--- src/rtl/lbp_window_sequencer.sv ---
`default_nettype none
// ============================================================================
//  Module      : lbp_window_sequencer
//  Description : Address/strobe sequencer for a 3x3 LBP datapath over a fixed
//                128x128 8-bit gray image. Fetches a full window at each row
//                start and only the new right-hand column for later pixels,
//                then strobes one LBP result write per interior pixel.
//  Revision    : 1.0 - initial release
// ============================================================================
module lbp_window_sequencer (
    input  logic        clk,
    input  logic        reset,
    input  logic        gray_ready,
    output logic        gray_req,
    output logic [13:0] gray_addr,
    output logic        slot_wr,
    output logic [3:0]  slot_idx,
    output logic        win_shift,
    output logic        lbp_valid,
    output logic [13:0] lbp_addr,
    output logic        finish
);

    localparam logic [2:0] S_IDLE  = 3'd0;
    localparam logic [2:0] S_FULL  = 3'd1;
    localparam logic [2:0] S_PART  = 3'd2;
    localparam logic [2:0] S_SHIFT = 3'd3;
    localparam logic [2:0] S_DRAIN = 3'd4;
    localparam logic [2:0] S_WRITE = 3'd5;
    localparam logic [2:0] S_DONE  = 3'd6;

    localparam logic [6:0] c_FIRST     = 7'd1;
    localparam logic [6:0] c_LAST      = 7'd126;
    localparam logic [3:0] c_FULL_LAST = 4'd8;
    localparam logic [3:0] c_PART_LAST = 4'd2;

    logic [2:0]  r_state;
    logic [3:0]  r_cnt;
    logic [6:0]  r_row;
    logic [6:0]  r_col;

    logic [2:0]  w_state_nxt;
    logic [3:0]  w_cnt_nxt;
    logic [6:0]  w_row_nxt;
    logic [6:0]  w_col_nxt;

    logic        w_gray_req_nxt;
    logic [13:0] w_gray_addr_nxt;
    logic        w_slot_wr_nxt;
    logic [3:0]  w_slot_idx_nxt;
    logic        w_win_shift_nxt;
    logic        w_lbp_valid_nxt;
    logic [13:0] w_lbp_addr_nxt;
    logic        w_finish_nxt;

    logic [3:0]  w_rd_slot;
    logic [1:0]  w_dr;
    logic [1:0]  w_dc;
    logic [6:0]  w_rd_row;
    logic [6:0]  w_rd_col;

    // Window slot targeted by the read issued in a given state/count:
    // FULL walks slots 0..8, PART refills the right column (2, 5, 8).
    function automatic logic [3:0] f_slot(input logic [2:0] st, input logic [3:0] cnt);
        logic [3:0] v_slot;
        v_slot = 4'd0;
        if (st == S_FULL) begin
            v_slot = cnt;
        end else if (st == S_PART) begin
            case (cnt)
                4'd0:    v_slot = 4'd2;
                4'd1:    v_slot = 4'd5;
                default: v_slot = 4'd8;
            endcase
        end
        return v_slot;
    endfunction

    // State, counters and all outputs register together so every output is a flop.
    always_ff @(posedge clk or posedge reset) begin
        if (reset) begin
            r_state   <= S_IDLE;
            r_cnt     <= 4'd0;
            r_row     <= c_FIRST;
            r_col     <= c_FIRST;
            gray_req  <= 1'b0;
            gray_addr <= 14'd0;
            slot_wr   <= 1'b0;
            slot_idx  <= 4'd0;
            win_shift <= 1'b0;
            lbp_valid <= 1'b0;
            lbp_addr  <= 14'd0;
            finish    <= 1'b0;
        end else begin
            r_state   <= w_state_nxt;
            r_cnt     <= w_cnt_nxt;
            r_row     <= w_row_nxt;
            r_col     <= w_col_nxt;
            gray_req  <= w_gray_req_nxt;
            gray_addr <= w_gray_addr_nxt;
            slot_wr   <= w_slot_wr_nxt;
            slot_idx  <= w_slot_idx_nxt;
            win_shift <= w_win_shift_nxt;
            lbp_valid <= w_lbp_valid_nxt;
            lbp_addr  <= w_lbp_addr_nxt;
            finish    <= w_finish_nxt;
        end
    end

    // Next-state and raster-position update.
    always_comb begin
        w_state_nxt = r_state;
        w_cnt_nxt   = r_cnt;
        w_row_nxt   = r_row;
        w_col_nxt   = r_col;
        case (r_state)
            S_IDLE: begin
                if (gray_ready) begin
                    w_state_nxt = S_FULL;
                    w_cnt_nxt   = 4'd0;
                    w_row_nxt   = c_FIRST;
                    w_col_nxt   = c_FIRST;
                end
            end
            S_FULL: begin
                if (r_cnt == c_FULL_LAST) begin
                    w_state_nxt = S_DRAIN;
                    w_cnt_nxt   = 4'd0;
                end else begin
                    w_cnt_nxt   = r_cnt + 4'd1;
                end
            end
            S_PART: begin
                if (r_cnt == c_PART_LAST) begin
                    w_state_nxt = S_DRAIN;
                    w_cnt_nxt   = 4'd0;
                end else begin
                    w_cnt_nxt   = r_cnt + 4'd1;
                end
            end
            S_DRAIN: begin
                w_state_nxt = S_WRITE;
            end
            S_WRITE: begin
                if (r_col != c_LAST) begin
                    w_state_nxt = S_SHIFT;
                    w_col_nxt   = r_col + 7'd1;
                end else if (r_row != c_LAST) begin
                    // New row: refetch the whole window, no shift across rows.
                    w_state_nxt = S_FULL;
                    w_cnt_nxt   = 4'd0;
                    w_row_nxt   = r_row + 7'd1;
                    w_col_nxt   = c_FIRST;
                end else begin
                    w_state_nxt = S_DONE;
                end
            end
            S_SHIFT: begin
                w_state_nxt = S_PART;
                w_cnt_nxt   = 4'd0;
            end
            S_DONE: begin
                w_state_nxt = S_DONE;
            end
            default: begin
                w_state_nxt = S_IDLE;
            end
        endcase
    end

    // Output decode for the coming cycle; slot_wr trails the read issued now.
    always_comb begin
        w_rd_slot = f_slot(w_state_nxt, w_cnt_nxt);
        w_dr      = 2'd0;
        w_dc      = 2'd0;
        case (w_rd_slot)
            4'd0:    begin w_dr = 2'd0; w_dc = 2'd0; end
            4'd1:    begin w_dr = 2'd0; w_dc = 2'd1; end
            4'd2:    begin w_dr = 2'd0; w_dc = 2'd2; end
            4'd3:    begin w_dr = 2'd1; w_dc = 2'd0; end
            4'd4:    begin w_dr = 2'd1; w_dc = 2'd1; end
            4'd5:    begin w_dr = 2'd1; w_dc = 2'd2; end
            4'd6:    begin w_dr = 2'd2; w_dc = 2'd0; end
            4'd7:    begin w_dr = 2'd2; w_dc = 2'd1; end
            default: begin w_dr = 2'd2; w_dc = 2'd2; end
        endcase
        // Centre is always 1..126, so the -1..+1 neighbours stay inside 0..127.
        w_rd_row = w_row_nxt + {5'd0, w_dr} - 7'd1;
        w_rd_col = w_col_nxt + {5'd0, w_dc} - 7'd1;

        w_gray_req_nxt  = (w_state_nxt == S_FULL) || (w_state_nxt == S_PART);
        w_gray_addr_nxt = w_gray_req_nxt ? {w_rd_row, w_rd_col} : 14'd0;
        w_slot_wr_nxt   = (r_state == S_FULL) || (r_state == S_PART);
        w_slot_idx_nxt  = w_slot_wr_nxt ? f_slot(r_state, r_cnt) : 4'd0;
        w_win_shift_nxt = (w_state_nxt == S_SHIFT);
        w_lbp_valid_nxt = (w_state_nxt == S_WRITE);
        w_lbp_addr_nxt  = w_lbp_valid_nxt ? {w_row_nxt, w_col_nxt} : 14'd0;
        w_finish_nxt    = (w_state_nxt == S_DONE);
    end

endmodule
`default_nettype wire

--- config.mk ---
export PLATFORM = sky130hd
export DESIGN_NAME = lbp_window_sequencer
export DESIGN_NICKNAME = d
export VERILOG_FILES = /design/src/rtl/lbp_window_sequencer.sv
export SDC_FILE = /design/constraint.sdc
export NUM_CORES = 1
export LEC_CHECK = 0
export ABC_AREA = 0
export BUFFER_PORTS_ARGS = -buffer_cell sky130_fd_sc_hd__buf_2
export CORE_AREA = 3 3 80 82
export CTS_BUF_LIST = sky130_fd_sc_hd__clkbuf_4 sky130_fd_sc_hd__clkbuf_8
export DETAILED_ROUTE_END_ITERATION = 10
export DIE_AREA = 0 0 83 85
export MAX_ROUTING_LAYER = met4
export PLACE_DENSITY_LB_ADDON = 0.08
export SKIP_LAST_GASP = 1
export SYNTH_ARGS = -nofsm -noshare
export SYNTH_HDL_FRONTEND = slang
export SYNTH_SLANG_ARGS = --single-unit
--- constraint.sdc ---
create_clock -name clk -period 4.9 [get_ports clk]
set_clock_uncertainty 0.1 [all_clocks]
set_input_delay 0.245 -clock clk [delete_from_list [all_inputs] [get_ports clk]]
set_output_delay 0.245 -clock clk [all_outputs]
set_load 0.01 [all_outputs]
# --- Word-level counts from Yosys, hierarchy flattened ---
# Memories as Yosys holds them, arrays and structs flattened.
# Cells that the tools add are included.
word_totals:
  mem_bits_ro: 32
  wordCells: 72
  output_inout_bits: 37
  memories: 1
  regBits: 58
  in_bits: 3
op_classes:
  n_addsub: 7
  eq_ne: 17
  mux: 30
  reduce_logical: 5
mem_list:
  columns: ["name", "depth", "word_bits", "rd", "rd_clocked_by_memory_dff", "write_ports", "line_no", "text"]
  rows:
  - ["(no name shown)", 8, 4, 1, 0, 0, "176", "case (w_rd_slot)"]
op_table:
  columns: ["cell", "count"]
  rows:
  - ["$mux 4", 11]
  - ["$mux 7", 6]
  - ["$mux 14", 2]
  - ["$pmux 7 s2", 2]
  - ["$pmux 3 s7", 1]
  - ["$pmux 4 s5", 1]
  - ["$pmux 4 s2", 2]
  - ["$eq 3x3->1 const B", 5]
  - ["$mux 3", 5]
  - ["$add 7x1->7 const B", 2]
  - ["$add 7x2->7", 2]
  - ["$ne 7x7->1 const B", 2]
  - ["$sub 7x1->7 const B", 2]
  - ["$eq 3x2->1 const B", 4]
  - ["$eq 4x1->1 const B", 2]
  - ["$logic_not 4->1", 2]
  - ["$eq 3x1->1 const B", 2]
  - ["$add 4x1->4 const B", 1]
  - ["$eq 4x2->1 const B", 1]
  - ["$eq 4x4->1 const B", 1]
  - ["$logic_not 3->1", 1]
  - ["$logic_or 1x1->1", 2]

# --- Depth between registers and ports, before layout ---
# An unclocked memory read counts as a cell.
logic_depth:
  word_depth: 13
  depth_mapped: 22
  depth_no_buf: 21

# --- Worst setup path after synthesis ---
# OpenSTA, ideal clock, no wires.
synth_timing:
  path_kind: "register to register"
  from: "register r_row[0]"
  to: "register gray_addr[6]"
  n_path_buf: 0
  required_ps: 4728
  path_stages_with_launch: 20
  setup_slack_ps: 777
  setup_ps: 72
  t_arrival_ps: 3951
  period_less_slack_ps: 4123
  path_cell_list: "dfstp_2 -> inv_1 -> ha_1 -> and4_4 -> a2111o_1 -> and3_4 -> a21oi_2 -> a32oi_2 -> ha_1 -> nor2b_1 -> a211oi_1 -> ha_1 -> inv_1 -> ha_1 -> a21o_1 -> a21o_1 -> a21o_1 -> a21oi_1 -> xnor3_1 -> nor2_1"
synth_between:
  elab_chain_cells: 13
  word_cells_on_any_way: 23
  cone_classes: "add/sub (2); eq/ne (4); mux (14); reduce/logical (2); memory (1)"
synth_rtl:
  columns: ["element", "line_no", "text"]
  rows:
  - ["start: declaration", "39", "logic [6:0] r_row;"]
  - ["start signal: assignment", "84", "r_row <= c_FIRST;"]
  - ["start signal: assignment", "97", "r_row <= w_row_nxt;"]
  - ["$ne 7x7->1 *", "148", "end else if (r_row != c_LAST) begin"]
  - ["$mux 4", "148", null]
  - ["$mux 4", "145", "if (r_col != c_LAST) begin"]
  - ["$pmux 4 s5", "116", "case (r_state)"]
  - ["$eq 4x1->1 or $logic_not 4->1 (tied branches)", "70", "case (cnt)"]
  - ["$pmux 4 s2", "70", null]
  - ["$mux 4", "69", "end else if (st == S_PART) begin"]
  - ["$mux 4", "67", "if (st == S_FULL) begin"]
  - ["$mem_v2 8x4", null, null]
  - ["$mux 4", "176", null]
  - ["$add 7x2->7", "189", "w_rd_col = w_col_nxt + {5'd0, w_dc} - 7'd1;"]
  - ["$sub 7x1->7", "189", null]
  - ["$mux 14 *", "192", "w_gray_addr_nxt = w_gray_req_nxt ? {w_rd_row, w_rd_col} : 14'd0;"]
  - ["named net w_gray_addr_nxt[6]", "48", "logic [13:0] w_gray_addr_nxt;"]
  - ["end signal: assignment", "100", "gray_addr <= w_gray_addr_nxt;"]
  - ["end: declaration", "15", "output logic [13:0] gray_addr,"]
# Mark *: on every way through the listed nets, which the timed path passes. The rest lies on a longest branch.

# --- Worst setup path after layout ---
layout_timing:
  from: "register r_cnt[0]"
  to: "register gray_addr[6]"
layout_between:
  elab_chain_cells: 12
  word_cells_on_any_way: 25
  cone_classes: "add/sub (3); eq/ne (5); mux (14); reduce/logical (2); memory (1)"
layout_rtl:
  columns: ["element", "line_no", "text"]
  rows:
  - ["start: declaration", "38", "logic [3:0] r_cnt;"]
  - ["start signal: assignment", "96", "r_cnt <= w_cnt_nxt;"]
  - ["$add 4x1->4, or another cell as far along", "130, 138", null]
  - ["$mux 4 (on tied branches)", "134, 126, 145", null]
  - ["$pmux 4 s5", "116", null]
  - ["$eq 4x1->1 or $logic_not 4->1 (tied branches)", "70", null]
  - ["$pmux 4 s2", "70", null]
  - ["$mux 4", "69", null]
  - ["$mux 4", "67", null]
  - ["$mem_v2 8x4", null, null]
  - ["$mux 4", "176", null]
  - ["$add 7x2->7", "189", null]
  - ["$sub 7x1->7", "189", null]
  - ["$mux 14 *", "192", null]
  - ["named net w_gray_addr_nxt[6]", "48", null]
# Marked as above.

==> flow_metrics.env <==
export IMPL_ir_worst_vdd_v=0.000561
export IMPL_max_freq_mhz=222
export IMPL_synthesis_area_per_instance_um2=9.85
export IMPL_die_width_um=83
export IMPL_cts_path_max_buffers=2
export IMPL_grt_max_degree=59
export IMPL_synth_main_ff_cell="dfrtp_1"
export IMPL_drt_pre_antenna_iters=4
export IMPL_placed_area_um2=3600
export IMPL_synth_edf_count=0
export IMPL_final_nets=416
export IMPL_finalWeightedCongestion=0.939
export IMPL_clock_power_share_pct=17.6
export IMPL_clk_latency_ns=0.33
export IMPL_overflow=0
export IMPL_drtIter0Drc=159
export IMPL_numCtsBuffers=9
export IMPL_cp_data_arrival_time_ns=4.67
export IMPL_vias=2563
export IMPL_synth_async_reset_ratio_pct=100
export IMPL_yosysSeqAreaShare_pct=43.0
export IMPL_syn_area_um2=3380
export IMPL_fin_crit_sh_pct=92.0
export IMPL_dpl_hpwl_um=5070
export IMPL_slew_violations=0
export IMPL_cts_sinks=58
export IMPL_instances_no_fill=466
export IMPL_wl_per_cell_um=15.1
export IMPL_postRouteAntennaNets=0
export IMPL_p_int_mw=1.38
export IMPL_cts_setup_buffers=0
export IMPL_dp_cells=450
export IMPL_hold_viol=0
export IMPL_die_area_um2=7060
export IMPL_holdCritPathClass="primary input to asynchronous set/reset pin"
export IMPL_cts_repair_resized=0
export IMPL_rsz0062_at_grt="false"
export IMPL_drv_cap=0
export IMPL_postCtsHoldBufs=0
export IMPL_start_kind="flip-flop"
export IMPL_power_density_nw_per_um2=618
export IMPL_worst_slew_pin_slew_ns=0.720
export IMPL_yosys_register_bits=58
export IMPL_synth_distinct_cells=63
export IMPL_leakagePower_nw=1.99
export IMPL_cts_tree="built"
export IMPL_yosys_warnings=0
export IMPL_finalSetupViolations=0
export IMPL_diodes=0
export IMPL_routed_wl_um=7020
export IMPL_ioPinCount=40
export IMPL_final_cell_mix="56 x dfrtp_1, 43 x nor2_1, 39 x buf_2"
export IMPL_cp_max_fo=7
export IMPL_combPwrFrac_pct=54.0
export IMPL_cts_root_buf="clkbuf_8"
export IMPL_core_um2=5820
export IMPL_area_growth_pct=12.3
export IMPL_min_period_ns=4.51
export IMPL_worstPathRequired_ns=5.06
export IMPL_grt_pass1_vias=2443
export IMPL_viasPerCell=5.50
export IMPL_die_y_um=85
export IMPL_outcome="complete, no violations"
export IMPL_drive_gt1_share_pct=22.8
export IMPL_clk_pin_slew_ns=0.07
export IMPL_initial_utilization_pct=58.1
export IMPL_rows=28
export IMPL_p_sw_mw=0.963
export IMPL_endpoint_kind="flip-flop"
export IMPL_htree_num_levels=3
export IMPL_tns_ns=0
export IMPL_grt_pass1_wl_um=11900
export IMPL_p_seq_share_pct=28.4
export IMPL_netSwitchingFraction_pct=41.1
export IMPL_final_common_cell="dfrtp_1"
export IMPL_final_area_um2=3790
export IMPL_critPathKind="flip-flop to flip-flop"
export IMPL_relSlewSlack_pct=52.0
export IMPL_drc=0
export IMPL_antenna_found_initial=0
export IMPL_port_buffers=39
export IMPL_postSynthCellCount=343
export IMPL_fill_cells=506
export IMPL_grt_use_total_pct=21.8
export IMPL_synth_nets=373
## registers in the layout, indices dropped and copies added (netlist names)
name / count
lbp_addr: 14
r_col: 7
lbp_valid: 1
gray_addr: 14
finish: 1
slot_idx: 4
gray_req: 1
win_shift: 1
r_row: 7
r_cnt: 4
slot_wr: 1
r_state: 3
## logic make-up (layout without fill, tap and decap cells)
| group | Yosys count | in the layout | synth area share (%) |
|---|---|---|---|
| AND/OR/NAND/NOR | 114 | 114 | 17.8 |
| AO/OA/AOI/OAI | 80 | 80 | 16.9 |
| flip-flops | 58 | 58 | 43.0 |
| buffers and inverters | 50 | 98 | 7.26 |
| adder cells (fa/ha/maj) | 27 | 27 | 10.4 |
| XOR/XNOR | 11 | 11 | 3.67 |
| multiplexers | 3 | 3 | 0.926 |
## path summary, 6_finish.rpt
| path | startpoint | endpoint | slack, ns | cells after the start |
|---|---|---|---|---|
| setup / recovery | r_cnt[0] | gray_addr[6] | 0.39 | 20 |
| hold reg to reg | r_row[3] | r_row[3] | 0.50 | 2 |
| max in group asynchronous | reset | win_shift | 4.21 | 3 |
| min in group clk | gray_ready | r_row[0] | 0.34 | 4 |
| hold / removal | reset | slot_idx[0] | 0.01 | 3 |
| setup reg to reg | r_cnt[0] | gray_addr[6] | 0.39 | 20 |
## power groups by stage
stage | logic, mW | clock network, mW | registers [mW]
floorplan | 1.02 | 0 | 0.669
global placement | 1.25 | 0 | 0.673
detailed placement | 1.27 | 0 | 0.674
CTS | 1.28 | 0.421 | 0.666
global route | 1.45 | 0.445 | 0.679
finish | 1.27 | 0.412 | 0.667
## cell type report
class | instances | area [um2] | share of cell area (%)
Clock buffer | 14 | 180 | 4.75
Clock inverter | 2 | 10.0 | 0.264
Inverter | 38 | 143 | 3.76
Multi-Input combinational cell | 235 | 1680 | 44.3
Sequential cell | 58 | 1450 | 38.3
Tap cell | 75 | 93.8 | 2.47
Timing Repair Buffer | 44 | 233 | 6.13
## cells in the mapped netlist, drive strengths merged, types with 2 or more instances
master   count  area share, %
dfstp        2            1.6
and2         5            1.0
a21oi       23            3.7
o31a         2           0.56
o311a        2           0.93
nand4        4            1.4
nor3         5           0.74
mux2i        2           0.59
or3b         2           0.52
nor2b        9            1.7
nand2b       5            1.1
a32oi        3            1.0
xor2         7            1.8
nand3        8            1.2
and3         6            1.3
o21a         2           0.44
ha          25            9.3
dfrtp       56             41
inv         38            4.2
and4         2           0.67
a31oi        2           0.81
or2          2           0.37
xnor3        2            1.3
nor2        43            4.8
clkbuf       4            1.0
a21o         7            1.6
a311oi       2           0.52
o21bai       3           0.67
o2bb2ai      2           0.52
a211oi       4           0.89
buf          8            2.0
xnor2        2           0.52
fa           2            1.2
a22oi        4           0.89
o21ai       19            2.9
nand2       19            2.1
## worst max-delay path, stage by stage (launching register included)
cell and delay, ns:
dfrtp_1 0.47, inv_1 0.12, ha_1 0.18, or3b_1 0.40, a22oi_1 0.28, o21ai_0 0.18, nor2_1 0.32, nand2_1 0.10
a21oi_1 0.26, inv_1 0.08, ha_1 0.18, a211oi_1 0.23, ha_1 0.24, inv_1 0.06, ha_1 0.26, a21o_1 0.15
a21o_1 0.20, a21o_1 0.17, a21oi_1 0.15, xnor3_1 0.22, nor2_1 0.08
## through the flow
| stage | setup WS [ns] | hold WS [ns] | util [%] | total power [mW] |
|---|---|---|---|---|
| after global routing | 0.00560 | 0.0603 | 65.2 | 2.57 |
| after CTS | 0.381 | 0.0346 | 65.2 | 2.37 |
| after global placement | 0.587 | 0.387 | 62.0 | 1.93 |
| after floorplan | 0.777 | 0.418 | - | 1.69 |
| after detailed placement | 0.381 | 0.402 | 62.0 | 1.94 |
| final | 0.391 | 0.00974 | 65.2 | 2.35 |
## per-layer routing
layer	GRT usage, %	vias to the layer above	share of wire, %
li1	-	1257	-
met1	29.6	1220	47
met2	31.9	73	46
met3	4.66	13	5.0
met4	8.92	0	2.1
met5	-	-	0
Power figures use the tool's default switching activity.
